**config.mk**
```make
export PLATFORM = sky130hd
export DESIGN_NAME = pong_match_ctrl
export DESIGN_NICKNAME = d
export VERILOG_FILES = /design/src/rtl/pong_pkg.sv /design/src/rtl/pong_paddle_hit_check.sv /design/src/rtl/pong_match_ctrl.sv
export SDC_FILE = /design/constraint.sdc
export NUM_CORES = 1
export LEC_CHECK = 0
export BUFFER_PORTS_ARGS = -buffer_cell sky130_fd_sc_hd__buf_2
export CORE_MARGIN = 2
export CORE_UTILIZATION = 54
export CTS_CLUSTER_SIZE = 30
export DETAILED_ROUTE_END_ITERATION = 7
export PLACE_DENSITY = 0.77
export SKIP_LAST_GASP = 1
export SYNTH_ARGS = -nofsm -noshare
export SYNTH_HDL_FRONTEND = slang
export SYNTH_HIERARCHICAL = 1
export SYNTH_SLANG_ARGS = --single-unit
```
**constraint.sdc**
```tcl
create_clock -name i_Clk -period 1.7 [get_ports i_Clk]
set_input_delay 0.255 -clock i_Clk [delete_from_list [all_inputs] [get_ports i_Clk]]
set_output_delay 0.255 -clock i_Clk [all_outputs]
set_load 0.005 [all_outputs]
```
**src/rtl/pong_pkg.sv**
```systemverilog
// Shared definitions for the pong match controller: state encodings, winner codes
// and game-grid constants.
package pong_pkg;

  localparam int unsigned c_GAME_WIDTH    = 40;
  localparam int unsigned c_GAME_HEIGHT   = 30;
  localparam int unsigned c_PADDLE_HEIGHT = 6;

  localparam int unsigned c_SCORE_W  = 4;
  localparam int unsigned c_WINNER_W = 2;

  typedef enum logic [2:0] {
    IDLE       = 3'd0,
    SERVE_WAIT = 3'd1,
    RUNNING    = 3'd2,
    P1_POINT   = 3'd3,
    P2_POINT   = 3'd4,
    MATCH_OVER = 3'd5
  } t_match_state;

  localparam logic [c_WINNER_W-1:0] WIN_NONE = 2'b00;
  localparam logic [c_WINNER_W-1:0] WIN_P1   = 2'b01;
  localparam logic [c_WINNER_W-1:0] WIN_P2   = 2'b10;

  // Counter width that never collapses to zero bits for tiny ranges.
  function automatic int unsigned clog2_min1(input int unsigned v);
    return (v > 1) ? $clog2(v) : 1;
  endfunction

endpackage

```
**src/rtl/pong_paddle_hit_check.sv**
```systemverilog
// Combinational test of whether a ball row lies within a paddle's vertical extent.
// The arithmetic is one bit wider than a row so top + height cannot overflow.
module pong_paddle_hit_check
  import pong_pkg::*;
#(
  parameter int unsigned c_ROW_W = clog2_min1(pong_pkg::c_GAME_HEIGHT)
) (
  input  logic [c_ROW_W-1:0] i_Ball_Y,
  input  logic [c_ROW_W-1:0] i_Paddle_Top,
  input  logic [c_ROW_W:0]   i_Paddle_Height,
  output logic               o_In_Paddle_c
);

  localparam int unsigned c_EXT_W = c_ROW_W + 1;

  logic [c_EXT_W-1:0] w_Ball;
  logic [c_EXT_W-1:0] w_Top;
  logic [c_EXT_W-1:0] w_Bottom;

  always_comb begin
    w_Ball        = {1'b0, i_Ball_Y};
    w_Top         = {1'b0, i_Paddle_Top};
    w_Bottom      = w_Top + i_Paddle_Height - c_EXT_W'(1);
    o_In_Paddle_c = (w_Ball >= w_Top) && (w_Ball <= w_Bottom);
  end

endmodule

```
**src/rtl/pong_match_ctrl.sv**
```systemverilog
// Pong match controller: serve timing, miss/hit detection, scoring, rally speed
// levels and the latched match-over/winner state.
module pong_match_ctrl
  import pong_pkg::*;
#(
  parameter int unsigned c_GAME_WIDTH     = pong_pkg::c_GAME_WIDTH,
  parameter int unsigned c_GAME_HEIGHT    = pong_pkg::c_GAME_HEIGHT,
  parameter int unsigned c_PADDLE_HEIGHT  = pong_pkg::c_PADDLE_HEIGHT,
  parameter int unsigned c_SCORE_LIMIT    = 9,
  parameter int unsigned c_SERVE_DELAY    = 25000000,
  parameter int unsigned c_HITS_PER_LEVEL = 4,
  parameter int unsigned c_MAX_LEVEL      = 3
) (
  input  logic                               i_Clk,
  input  logic                               i_Rst,
  input  logic                               i_Game_Start,
  input  logic                               i_Ball_Step,
  input  logic [$clog2(c_GAME_WIDTH)-1:0]    i_Ball_X,
  input  logic [$clog2(c_GAME_HEIGHT)-1:0]   i_Ball_Y,
  input  logic [$clog2(c_GAME_HEIGHT)-1:0]   i_Paddle_Y_P1,
  input  logic [$clog2(c_GAME_HEIGHT)-1:0]   i_Paddle_Y_P2,
  output logic                               o_Game_Active,
  output logic                               o_Serve_Dir,
  output logic [3:0]                         o_P1_Score,
  output logic [3:0]                         o_P2_Score,
  output logic [$clog2(c_MAX_LEVEL+1)-1:0]   o_Speed_Level,
  output logic                               o_Match_Over,
  output logic [1:0]                         o_Winner
);

  localparam int unsigned c_X_W   = $clog2(c_GAME_WIDTH);
  localparam int unsigned c_Y_W   = $clog2(c_GAME_HEIGHT);
  localparam int unsigned c_EXT_W = c_Y_W + 1;
  localparam int unsigned c_LVL_W = $clog2(c_MAX_LEVEL + 1);
  localparam int unsigned c_CNT_W = clog2_min1(c_SERVE_DELAY);
  localparam int unsigned c_HIT_W = clog2_min1(c_HITS_PER_LEVEL);

  t_match_state r_State;
  t_match_state w_State_Next;

  logic [c_CNT_W-1:0]    r_Serve_Cnt;
  logic [c_CNT_W-1:0]    w_Serve_Cnt_Next;
  logic [c_HIT_W-1:0]    r_Hit_Cnt;
  logic [c_HIT_W-1:0]    w_Hit_Cnt_Next;
  logic [c_LVL_W-1:0]    w_Level_Next;
  logic                  w_Dir_Next;
  logic [c_SCORE_W-1:0]  w_P1_Next;
  logic [c_SCORE_W-1:0]  w_P2_Next;
  logic [c_WINNER_W-1:0] w_Winner_Next;

  logic r_Start_Q;
  logic r_Start_Arm;
  logic w_Start_Rise;

  logic w_In_P1;
  logic w_In_P2;
  logic w_At_Left;
  logic w_At_Right;
  logic w_Miss_P1;
  logic w_Miss_P2;
  logic w_Hit;

  pong_paddle_hit_check #(
    .c_ROW_W (c_Y_W)
  ) u_hit_p1 (
    .i_Ball_Y        (i_Ball_Y),
    .i_Paddle_Top    (i_Paddle_Y_P1),
    .i_Paddle_Height (c_EXT_W'(c_PADDLE_HEIGHT)),
    .o_In_Paddle_c   (w_In_P1)
  );

  pong_paddle_hit_check #(
    .c_ROW_W (c_Y_W)
  ) u_hit_p2 (
    .i_Ball_Y        (i_Ball_Y),
    .i_Paddle_Top    (i_Paddle_Y_P2),
    .i_Paddle_Height (c_EXT_W'(c_PADDLE_HEIGHT)),
    .o_In_Paddle_c   (w_In_P2)
  );

  // The arm flag blocks a press that was already held when reset released.
  always_comb begin
    w_Start_Rise = i_Game_Start & ~r_Start_Q & r_Start_Arm;
    w_At_Left    = (i_Ball_X == '0);
    w_At_Right   = (i_Ball_X == c_X_W'(c_GAME_WIDTH - 1));
    w_Miss_P1    = w_At_Left  & ~w_In_P1;
    w_Miss_P2    = w_At_Right & ~w_In_P2;
    w_Hit        = i_Ball_Step & ((w_At_Left & w_In_P1) | (w_At_Right & w_In_P2));
  end

  // Next-state and next-output logic.
  always_comb begin
    w_State_Next     = r_State;
    w_Serve_Cnt_Next = '0;
    w_Hit_Cnt_Next   = r_Hit_Cnt;
    w_Level_Next     = o_Speed_Level;
    w_Dir_Next       = o_Serve_Dir;
    w_P1_Next        = o_P1_Score;
    w_P2_Next        = o_P2_Score;
    w_Winner_Next    = o_Winner;

    case (r_State)
      IDLE: begin
        if (w_Start_Rise) w_State_Next = SERVE_WAIT;
      end

      SERVE_WAIT: begin
        if (r_Serve_Cnt == c_CNT_W'(c_SERVE_DELAY - 1)) w_State_Next = RUNNING;
        else w_Serve_Cnt_Next = r_Serve_Cnt + c_CNT_W'(1);
      end

      RUNNING: begin
        if (w_Miss_P1) begin
          w_State_Next = P2_POINT;
        end else if (w_Miss_P2) begin
          w_State_Next = P1_POINT;
        end else if (w_Hit) begin
          if (r_Hit_Cnt == c_HIT_W'(c_HITS_PER_LEVEL - 1)) begin
            w_Hit_Cnt_Next = '0;
            if (o_Speed_Level != c_LVL_W'(c_MAX_LEVEL))
              w_Level_Next = o_Speed_Level + c_LVL_W'(1);
          end else begin
            w_Hit_Cnt_Next = r_Hit_Cnt + c_HIT_W'(1);
          end
        end
      end

      P1_POINT: begin
        w_Hit_Cnt_Next = '0;
        w_Level_Next   = '0;
        w_Dir_Next     = 1'b1;
        if (o_P1_Score != c_SCORE_W'(c_SCORE_LIMIT))
          w_P1_Next = o_P1_Score + c_SCORE_W'(1);
        if (w_P1_Next == c_SCORE_W'(c_SCORE_LIMIT)) begin
          w_State_Next  = MATCH_OVER;
          w_Winner_Next = WIN_P1;
        end else begin
          w_State_Next = SERVE_WAIT;
        end
      end

      P2_POINT: begin
        w_Hit_Cnt_Next = '0;
        w_Level_Next   = '0;
        w_Dir_Next     = 1'b0;
        if (o_P2_Score != c_SCORE_W'(c_SCORE_LIMIT))
          w_P2_Next = o_P2_Score + c_SCORE_W'(1);
        if (w_P2_Next == c_SCORE_W'(c_SCORE_LIMIT)) begin
          w_State_Next  = MATCH_OVER;
          w_Winner_Next = WIN_P2;
        end else begin
          w_State_Next = SERVE_WAIT;
        end
      end

      MATCH_OVER: begin
        if (w_Start_Rise) begin
          w_P1_Next     = '0;
          w_P2_Next     = '0;
          w_Winner_Next = WIN_NONE;
          w_State_Next  = SERVE_WAIT;
        end
      end

      default: w_State_Next = IDLE;
    endcase
  end

  // State, counters and registered outputs.
  always_ff @(posedge i_Clk or posedge i_Rst) begin
    if (i_Rst) begin
      r_State       <= IDLE;
      r_Serve_Cnt   <= '0;
      r_Hit_Cnt     <= '0;
      r_Start_Q     <= 1'b0;
      r_Start_Arm   <= 1'b0;
      o_Game_Active <= 1'b0;
      o_Serve_Dir   <= 1'b0;
      o_P1_Score    <= '0;
      o_P2_Score    <= '0;
      o_Speed_Level <= '0;
      o_Match_Over  <= 1'b0;
      o_Winner      <= WIN_NONE;
    end else begin
      r_State       <= w_State_Next;
      r_Serve_Cnt   <= w_Serve_Cnt_Next;
      r_Hit_Cnt     <= w_Hit_Cnt_Next;
      r_Start_Q     <= i_Game_Start;
      r_Start_Arm   <= r_Start_Arm | ~i_Game_Start;
      o_Game_Active <= (w_State_Next == RUNNING);
      o_Serve_Dir   <= w_Dir_Next;
      o_P1_Score    <= w_P1_Next;
      o_P2_Score    <= w_P2_Next;
      o_Speed_Level <= w_Level_Next;
      o_Match_Over  <= (w_State_Next == MATCH_OVER);
      o_Winner      <= w_Winner_Next;
    end
  end

endmodule

```
==> results of run 1 <==
-- placed cells by master (no fill, tap or decap), drive strengths merged, types with 2 or more instances in the layout --
master / n
nand3b: 7
a21o: 5
a21oi: 18
a21boi: 4
fa: 2
conb: 12
nand3: 28
o22a: 2
nor3: 4
nand4: 7
and3: 7
nor2: 39
nor4: 3
or2: 2
dfrtp: 47
nand2: 27
and2: 2
clkinv: 2
inv: 55
o21bai: 2
xnor2: 9
and4: 2
ha: 45
buf: 106
xor2: 22
o21ai: 22
nand2b: 9
and4bb: 2
o31ai: 3
o21a: 3
or4bb: 2
clkbuf: 7
nor2b: 2
o22ai: 4
-- cells by family after synthesis --
family / Yosys count
XOR/XNOR: 31
other: 2
multiplexers: 1
buffers and inverters: 61
adder cells (fa/ha/maj): 47
AND/OR/NAND/NOR: 149
AO/OA/AOI/OAI: 71
flip-flops: 47
-- report_power, final --
part	total [mW]	internal [mW]	switching, mW
registers	1.29	1.20	0.0893
logic	0.970	0.480	0.489
clock network	0.672	0.282	0.390
-- sequential cells by signal, indices dropped and copies added, names as in the netlist --
signal         count
o_Game_Active      1
r_Start_Arm        1
o_Winner           2
o_P2_Score         4
o_Match_Over       1
o_P1_Score         4
r_Serve_Cnt       25
o_Speed_Level      2
o_Serve_Dir        1
r_State            3
r_Hit_Cnt          2
r_Start_Q          1
-- final timing paths --
| kind | startpoint | end | slack (ps) | depth (start not counted) |
|---|---|---|---|---|
| max | i_Paddle_Y_P2[1] | o_Speed_Level[0] | -1250 | 18 |
| min | i_Game_Start | r_Start_Q | 100 | 1 |
| max reg2reg | r_Serve_Cnt[23] | r_Serve_Cnt[19] | -80 | 5 |
| min reg2reg | o_Serve_Dir | o_Serve_Dir | 470 | 2 |
| max in group asynchronous | i_Rst | r_Serve_Cnt[12] | 680 | 4 |
| min in group asynchronous | i_Rst | o_P1_Score[0] | 450 | 3 |
-- metrics by stage --
step / hold WS [ps] / power, mW / setup WS, ps / util
4_1_cts: 96.8 / 2.79 / -1220 / 0.723
5_1_grt: 96.6 / 3.07 / -1360 / 0.784
6_report: 105 / 2.93 / -1250 / 0.784
2_1_floorplan: 286 / 1.82 / -1390 / -
3_3_place_gp: 221 / 2.05 / -1590 / 0.696
3_5_place_dp: 223 / 2.10 / -1730 / 0.696
-- per-layer routing --
layer	vias up	share of wire	GRT usage
met2	74	0.53	0.431
met5	-	0	0
met4	0	0.013	0.0592
met3	15	0.034	0.0385
met1	1563	0.42	0.300
li1	1629	-	-
-- timing repair --
| action | 4_1_cts | 5_1_grt |
|---|---|---|
| hold buffers | 1 | 0 |
| setup endpoints to repair | 36 | 38 |
| gates cloned | 0 | 3 |
| buffers inserted | 4 | 9 |
| pin swaps | 30 | 33 |
| endpoints found under the hold margin | 12 | 0 |
| gates resized for setup | 16 | 62 |
-- layout make-up --
class                   instances  area share
multi-input cells             311       0.518
repair buffers                109       0.164
inverters                      55      0.0467
clock inverters                 2     0.00275
well taps                      77      0.0192
flip-flops and latches         47       0.235
clock buffers                   5      0.0137
==> run_results.csv, run 1 <==
group,metric,value,unit
min_path,worstHoldPathType,"primary input to flop",
logic_synthesis,synth_top_family_by_area,"simple AND/OR/NAND/NOR gates",
global_route,overflow,0,
worst_setup_path,path_max_fanout,2,
logic_synthesis,synthAdderAreaFrac,0.168,
clock_network,numClockSinks,47,
worst_setup_path,worstSetupStartpointType,"primary input",
timing,finalSetupViolCount,21,
power,power_density,584,nW/um^2
worst_setup_path,crit_path_max_incr_delay,410,ps
flow_run,cap_violations,0,
global_route,grt_pass1_vias,3181,
logic_synthesis,ys_top_cells_by_count,"55 x inv_1, 47 x dfrtp_1, 45 x ha_1, 39 x nor2_1, 27 x nand3_1",
floorplanning,dieArea,7320,um^2
timing,fin_skew,14.4,ps
floorplanning,rows,29,
clock_network,root_buffer,"clkbuf_8",
placed_design,placed_cells,583,
logic_synthesis,synth_compound_area_frac,0.129,
clock_network,cts_tree,"yes",
worst_setup_path,cp.arrival,3160,ps
final_layout,design_area,5010,um^2
global_route,antenna_found_initial,0,
logic_synthesis,synth_top_cell_area_share,0.328,
logic_synthesis,synth_flop_cell,"dfrtp_1",
clock_network,cts-htree-levels,2,
worst_setup_path,path_buf_inv,4,
timing,min_period_over_period,1.74,
route,first_pass_iters,4,
clock_network,path_clk_slew,90,ps
logic_synthesis,yosysMostFrequentCell,"inv_1",
worst_setup_path,cp_top_family,"adder cells",
logic_synthesis,synth_area_per_cell,8.78,um^2
worst_setup_path,slowest_stage,"or4bb_1",
final_layout,seqCellArea,1180,um^2
logic_synthesis,synth_xor_area_frac,0.0756,
worst_setup_path,cp.required,1900,ps
timing,finalMaxSlewViolations,0,
floorplanning,pin_count,40,
placed_design,gp_congestion,0.834,
timing,hold_violations,0,
power,peakVddDrop,655,uV
final_layout,final.fill_count,412,
logic_synthesis,syn_inst,409,
logic_synthesis,yosysUniqueCellTypes,58,
timing,tightest_slew,506,ps
route,drt_iter0_drc,201,
logic_synthesis,yosys_warnings,6,
logic_synthesis,yosysTopAreaCell,"dfrtp_1",
logic_synthesis,synth_edf_count,0,
timing,min_period,2950,ps
final_layout,area_delta_synth_final,39.5,%
timing,setup_ws,-1250,ps
final_layout,nNetsFinal,601,
route,routed_wl,9170,um
placed_design,portBuffers,39,
worst_setup_path,worstSetupEndpointType,"flop",
floorplanning,die_x,85.5,um
clock_network,numCtsBuffers,5,
logic_synthesis,synth_area_leaders,"dfrtp_1 33%, ha_1 16%, inv_1 5.7%",
logic_synthesis,async_reset_ff_frac,1.00,
clock_network,clock_latency,310,ps
global_route,track_usage,0.239,
placed_design,place_area,4440,um^2
placed_design,dp_hpwl,6240,um
logic_synthesis,syn_area,3590,um^2
timing,grt_setup_unrepaired,"true",
timing,max_slew_margin,0.661,
global_route,grt_max_degree,23,
final_layout,n_antenna_cell,0,
logic_synthesis,synth_seq_cells,47,
route,ant_nets,0,
final_layout,instances_no_fill,606,
timing,tns,-9980,ps
route,num_vias,3281,
logic_synthesis,synth_mux_area_frac,0.00279,
clock_network,cts_max_path_buffers,2,
floorplanning,start_util,0.562,
floorplanning,core_area,6390,um^2
power,power_leakage,2.44,nW
global_route,grt_pass1_wl,14100,um
route,wire_per_inst,15.1,um
worst_setup_path,crit_chain,"buf_8 > inv_12 > ha_4 > inv_2 > ha_4 > inv_2 > fa_2 > xor2_1 > ha_1 > a21oi_2 > o21ai_1 > a21oi_1 > o22a_2 > or4bb_1 > o22ai_2 > nand2_1 > mux2i_1 > o311ai_1",
timing,fmax,0.339,GHz
logic_synthesis,ys_seq_area_frac,0.328,
route,viasPerCell,5.41,
final_layout,drive_gt1_frac,0.372,
route,drc,0,
final_layout,multi_input_area,2600,um^2
worst_setup_path,worstSetupPathType,"primary input to flop",
run_status,status,"complete, but fails checks",
logic_synthesis,synth-simple-area-share,0.229,
floorplanning,die_y,85.5,um
run_status,violations,"negative setup slack",
Power figures use the tool's default switching activity.
==> run 2: changes to the inputs <==
- CORE_UTILIZATION: 54 -> 60
- PLACE_DENSITY: 0.77 -> 0.81
- clock period: 1.7 -> 3.4 ns (I/O delays scaled with it)
==> run 2 against run 1 <==
  * Worst hold slack improved by 240 ps
  * Sequential power is 49% lower
  * Clock-buffer cell count unchanged
  * The run now ends clean
  * Sequential cell count unchanged
  * Utilization fell by 8.5 points
  * Largest cell class unchanged
  * Final cell count fell by 10%
  * Die area down 9.5%
  * Cell area shrank 18%
==> run_results.csv, run 2 (synthesized netlist as in run 1, its figures left out) <==
group,metric,value,unit
final_layout,largest_reg_flops,25,
final_layout,design_area,4090,um^2
worst_setup_path,worstSetupPathType,"primary input to flop",
worst_setup_path,cp.arrival,3440,ps
clock_network,cts_max_path_buffers,2,
route,viasPerCell,5.46,
placed_design,pre_cts_ws,-246,ps
route,ant_nets,0,
timing,hold_violations,0,
clock_network,root_buffer,"clkbuf_8",
worst_setup_path,endpoint,"o_Speed_Level[0]",
worst_setup_path,cp_common_cell,"inv_2",
clock_network,cts-htree-levels,2,
worst_setup_path,startpoint,"i_Paddle_Y_P2[1]",
final_layout,largest_register,"r_Serve_Cnt",
final_layout,drive_gt1_frac,0.186,
worst_setup_path,crit_chain,"buf_2 > inv_2 > ha_4 > inv_2 > ha_4 > inv_2 > fa_2 > xor2_1 > ha_1 > a21oi_2 > o21ai_1 > a21oi_1 > o22a_2 > or4bb_1 > o22ai_2 > nand2_1 > mux2i_1 > o311ai_1",
global_route,grt_pass1_vias,2922,
worst_setup_path,path_max_fanout,2,
worst_setup_path,worstSetupEndpointType,"flop",
worst_setup_path,crit-reg2reg-capture,"o_Match_Over",
worst_setup_path,ff2ff_path_depth,5,
final_layout,final.fill_count,443,
route,routed_wl,7160,um
timing,min_period_over_period,0.953,
placed_design,place_area,3990,um^2
timing,tns,0,ps
clock_network,path_clk_slew,90,ps
worst_setup_path,crit_cells,18,
final_layout,n_antenna_cell,0,
clock_network,clock_latency,310,ps
placed_design,gp_congestion,0.929,
floorplanning,die_x,81.4,um
power,power_density,327,nW/um^2
route,num_vias,2972,
clock_network,numCtsBuffers,5,
worst_setup_path,crit_path_max_incr_delay,420,ps
final_layout,instances_no_fill,544,
clock_network,numClockSinks,47,
placed_design,dp_hpwl,5540,um
global_route,grt_pass1_wl,12300,um
timing,finalMaxSlewViolations,0,
floorplanning,dieArea,6620,um^2
global_route,track_usage,0.233,
final_layout,nNetsFinal,540,
flow_run,cap_violations,0,
timing,tightest_slew,954,ps
worst_setup_path,path_buf_inv,4,
placed_design,portBuffers,39,
timing,setup_ws,159,ps
final_layout,seqCellArea,1180,um^2
final_layout,area_delta_synth_final,14.0,%
timing,min_period,3240,ps
timing,fmax,0.309,GHz
worst_setup_path,slowest_stage,"or4bb_1",
clock_network,cts_tree,"yes",
placed_design,placed_cells,536,
floorplanning,core_area,5850,um^2
final_layout,mostFrequentLayoutCell,"inv_1",
timing,fin_skew,12.8,ps
worst_setup_path,cp_top_family,"adder cells",
floorplanning,die_y,81.4,um
floorplanning,pin_count,40,
worst_setup_path,ff2ff_setup_slack,1340,ps
route,drc,0,
final_layout,multi_input_area,2270,um^2
power,totalPowerFinal,1.34,mW
timing,finalSetupViolCount,0,
global_route,grt_max_degree,48,
global_route,antenna_found_initial,0,
timing,max_slew_margin,0.363,
run_status,status,"finished clean",
final_layout,layout_common_cells,"48 x inv_1, 47 x dfrtp_1, 41 x ha_1",
clock_network,cts_hold_buf,0,
route,first_pass_iters,4,
global_route,overflow,0,
min_path,worstHoldPathType,"primary input to flop",
route,wire_per_inst,13.2,um
power,peakVddDrop,258,uV
route,drt_iter0_drc,149,
power,power_leakage,2.09,nW
worst_setup_path,r2r-start,"r_Serve_Cnt[0]",
floorplanning,rows,28,
worst_setup_path,worstSetupStartpointType,"primary input",
worst_setup_path,cp.required,3600,ps
final_layout,reg.largest.list,"r_Serve_Cnt (25), o_P1_Score (4), o_P2_Score (4)",
floorplanning,start_util,0.614,
## run 2: changes by cell type in the layout (fill, tap and decap cells not counted), moves of 3 or more
cell / previous run / this run
buf_6: 7 / 0
ha_1: 33 / 41
inv_1: 42 / 48
nor2_4: 10 / 0
o21ai_0: 13 / 16
inv_2: 10 / 7
buf_4: 59 / 9
a21oi_2: 8 / 4
ha_4: 9 / 3
nand3_2: 6 / 1
nand3_1: 22 / 27
nor2_1: 28 / 39
a21oi_1: 10 / 14
## run 2: report_power, final
part	internal (mW)	total [mW]	switching [mW]
registers	0.598	0.653	0.0545
clock network	0.145	0.340	0.195
logic	0.162	0.347	0.185
## run 2: per-layer routing
layer	global-route usage	part of all wire	routed length [um]	up-vias
met4	0.0644	0.012	83	0
met1	0.303	0.46	3300	1418
met5	0	0	0	-
met2	0.397	0.50	3570	45
li1	-	-	-	1500
met3	0.0422	0.029	205	9
## run 2: layout make-up
type / instances / area share
Clock inverter: 3 / 0.00458
Inverter: 55 / 0.0504
Multi-Input combinational cell: 311 / 0.554
Clock buffer: 5 / 0.0168
Timing Repair Buffer: 48 / 0.0642
Tap cell: 75 / 0.0229
Sequential cell: 47 / 0.287
## run 2: worst reg2reg max path, cell delays in order, from the launching register on
cell and delay [ps]:
dfrtp_1 430, ha_1 270, nand3_1 210, or3_4 460
nand2_2 360, a21boi_0 190
## run 2: how the worst min path moves through the flow
| stage | slack [ps] | to | cells after the start | from |
|---|---|---|---|---|
| final | 350 | r_Start_Q | 1 | i_Game_Start |
| after global routing | 330 | r_Start_Q | 1 | i_Game_Start |
| after CTS | 340 | r_Start_Q | 1 | i_Game_Start |
| after detailed placement | 460 | o_Serve_Dir | 2 | o_Serve_Dir |
| after global placement | 450 | r_Start_Arm | 1 | r_Start_Arm |
| after floorplan | 440 | r_Start_Arm | 1 | r_Start_Arm |
## run 2: what timing repair did
action,CTS,global route
buffers inserted,0,0
gates resized for setup,0,6
setup endpoints to repair,0,4
## run 2: per-stage QoR
step	hold slack, ps	utilization
finish	348	0.700
global route	332	0.700
CTS	337	0.697
detailed placement	459	0.682
global placement	450	0.682
floorplan	435	-
==> run 3: changes to the inputs <==
- BUFFER_PORTS_ARGS: -buffer_cell sky130_fd_sc_hd__buf_2 -> not set
- DONT_BUFFER_PORTS: not set -> 1
- PLACE_DENSITY: 0.81 -> 0.76
==> run 3 against run 2 <==
  * Non-clock buffer count shrank 43
  * Die area stayed put
  * Register-to-register slack better by 70 ps
  * Worst setup slack better by 76 ps
==> run_results.csv, run 3 (synthesized netlist as in run 1, its figures left out) <==
group,metric,value,unit
final_layout,instances_no_fill,501,
power,combPwrFrac,0.221,
timing,hold_violations,0,
global_route,overflow,0,
timing,fin_skew,6.72,ps
timing,max_slew_margin,0.360,
timing,fmax,0.316,GHz
clock_network,cts_max_path_buffers,2,
placed_design,placed_cells,493,
worst_setup_path,ff2ff_setup_slack,1410,ps
final_layout,largest_reg_flops,25,
worst_setup_path,worstSetupEndpointType,"flop",
worst_setup_path,cp_top_family,"adder cells",
route,drc,0,
min_path,hold_path_end,"r_Start_Q",
clock_network,clock_latency,300,ps
route,routed_wl,6640,um
timing,finalSetupViolCount,0,
timing,grt_setup_unrepaired,"false",
power,p_sw_frac,0.297,
worst_setup_path,ff2ff_path_depth,5,
floorplanning,dieArea,6620,um^2
worst_setup_path,slowest_stage,"or4bb_1",
power,peakVddDrop,252,uV
clock_network,path_clk_slew,90,ps
timing,tns,0,ps
power,p_seq_frac,0.464,
flow_run,cap_violations,0,
final_layout,reg.largest.list,"r_Serve_Cnt (25), o_P1_Score (4), o_P2_Score (4)",
timing,min_period_over_period,0.931,
timing,finalMaxSlewViolations,0,
global_route,track_usage,0.218,
route,drt_iter0_drc,124,
final_layout,n_antenna_cell,0,
worst_setup_path,worstSetupStartpointType,"primary input",
global_route,grt_pass1_wl,11500,um
route,viasPerCell,5.58,
worst_setup_path,r2r-start,"r_Serve_Cnt[9]",
final_layout,postLayoutCoreUtil,0.664,
clock_network,post_cts_buffers,0,
worst_setup_path,path_buf_inv,3,
route,ant_nets,0,
clock_network,cts_hold_buf,0,
floorplanning,start_util,0.614,
worst_setup_path,crit_chain,"inv_1 > ha_1 > inv_1 > ha_2 > inv_2 > fa_2 > xor2_1 > ha_1 > a21oi_1 > o21ai_1 > a21oi_1 > o22a_2 > or4bb_1 > o22ai_2 > nand2_1 > mux2i_1 > o311ai_1",
floorplanning,die_x,81.4,um
worst_setup_path,cp.arrival,3360,ps
worst_setup_path,crit_path_max_incr_delay,410,ps
min_path,hold_depth,0,
power,clock_power_share,0.315,
timing,tightest_slew,959,ps
power,p_sw,0.415,mW
final_layout,layout_common_cells,"49 x inv_1, 47 x dfrtp_1, 41 x ha_1",
global_route,grt_pass1_vias,2708,
final_layout,largest_register,"r_Serve_Cnt",
final_layout,final.fill_count,474,
final_layout,area_delta_synth_final,8.19,%
route,wire_per_inst,13.2,um
worst_setup_path,cp.required,3600,ps
clock_network,numCtsBuffers,5,
global_route,antenna_found_initial,0,
placed_design,portBuffers,0,
clock_network,root_buffer,"clkbuf_8",
placed_design,dp_hpwl,5160,um
run_status,status,"finished clean",
worst_setup_path,worstSetupPathType,"primary input to flop",
global_route,grt_max_degree,48,
floorplanning,pin_count,40,
floorplanning,rows,28,
timing,min_period,3160,ps
route,first_pass_iters,4,
clock_network,cts_tree,"yes",
final_layout,nNetsFinal,497,
final_layout,drive_gt1_frac,0.0962,
final_layout,mostFrequentLayoutCell,"inv_1",
clock_network,cts-htree-levels,2,
placed_design,gp_congestion,0.827,
floorplanning,core_area,5850,um^2
power,power_density,360,nW/um^2
clock_network,numClockSinks,47,
min_path,min_from,"i_Game_Start",
power,intPower,0.984,mW
worst_setup_path,crit-reg2reg-capture,"o_Match_Over",
clock_network,ctsResizeCount,0,
power,power_leakage,1.93,nW
floorplanning,die_y,81.4,um
route,num_vias,2795,
min_path,worstHoldPathType,"primary input to flop",
worst_setup_path,path_max_fanout,2,
run 3: changes by cell type in the layout (fill, tap and decap cells not counted):
| cell | delta |
|---|---|
| a21oi_2 | -2 |
| bufinv_16 | +1 |
| buf_2 | -39 |
| ha_4 | -1 |
| a21oi_1 | +2 |
| ha_2 | +1 |
| o21ai_1 | -2 |
| clkinv_2 | -2 |
| o21ai_0 | +2 |
| clkbuf_8 | +1 |
| inv_2 | -1 |
| buf_4 | -4 |
| inv_1 | +1 |
run 3: power groups by stage:
stage          registers (mW)  logic (mW)  clock network [mW]
2_1_floorplan           0.649       0.252                   0
3_3_place_gp            0.657       0.295                   0
3_5_place_dp            0.660       0.309                   0
4_1_cts                 0.649       0.312               0.444
5_1_grt                 0.655       0.359               0.475
6_report                0.649       0.310               0.440
run 3: how the worst max path moves through the flow:
stage | from | endpoint | slack (ps) | depth (start not counted)
after global placement | i_Paddle_Y_P2[1] | o_Speed_Level[0] | -20 | 17
after global routing | i_Paddle_Y_P2[0] | o_Speed_Level[0] | 20 | 17
after detailed placement | i_Paddle_Y_P2[0] | o_Speed_Level[0] | -100 | 17
final | i_Paddle_Y_P1[0] | o_Speed_Level[0] | 240 | 17
after CTS | i_Paddle_Y_P2[0] | o_Speed_Level[0] | 180 | 17
after floorplan | i_Paddle_Y_P2[1] | o_Speed_Level[0] | 1 | 17
run 3: per-layer routing:
metal	vias up	track usage	part of all wire
li1	1418	-	-
met2	32	0.377	0.50
met1	1337	0.273	0.46
met4	0	0.0593	0.0080
met3	8	0.0467	0.034
met5	-	0	0
run 3: cell type report:
cell class                 instances  area (um^2)  area share
multi-input combinational        311         2250       0.579
sequential                        47         1180       0.303
clock buffer                       6         82.6      0.0213
inverter                          55          206      0.0531
timing repair buffer               5         37.5     0.00966
tap                               75         93.8      0.0242
clock inverter                     2         38.8     0.00998
run 3: stage by stage:
| step | instance area [um^2] | hold slack [ps] | setup slack, ps | total power [mW] |
|---|---|---|---|---|
| after floorplan | 3660 | 435 | 1.36 | 0.900 |
| after global placement | 3760 | 450 | -21.6 | 0.952 |
| after detailed placement | 3760 | 453 | -101 | 0.970 |
| after CTS | 3880 | 226 | 179 | 1.40 |
| after global routing | 3880 | 224 | 23.6 | 1.49 |
| final | 3880 | 230 | 236 | 1.40 |
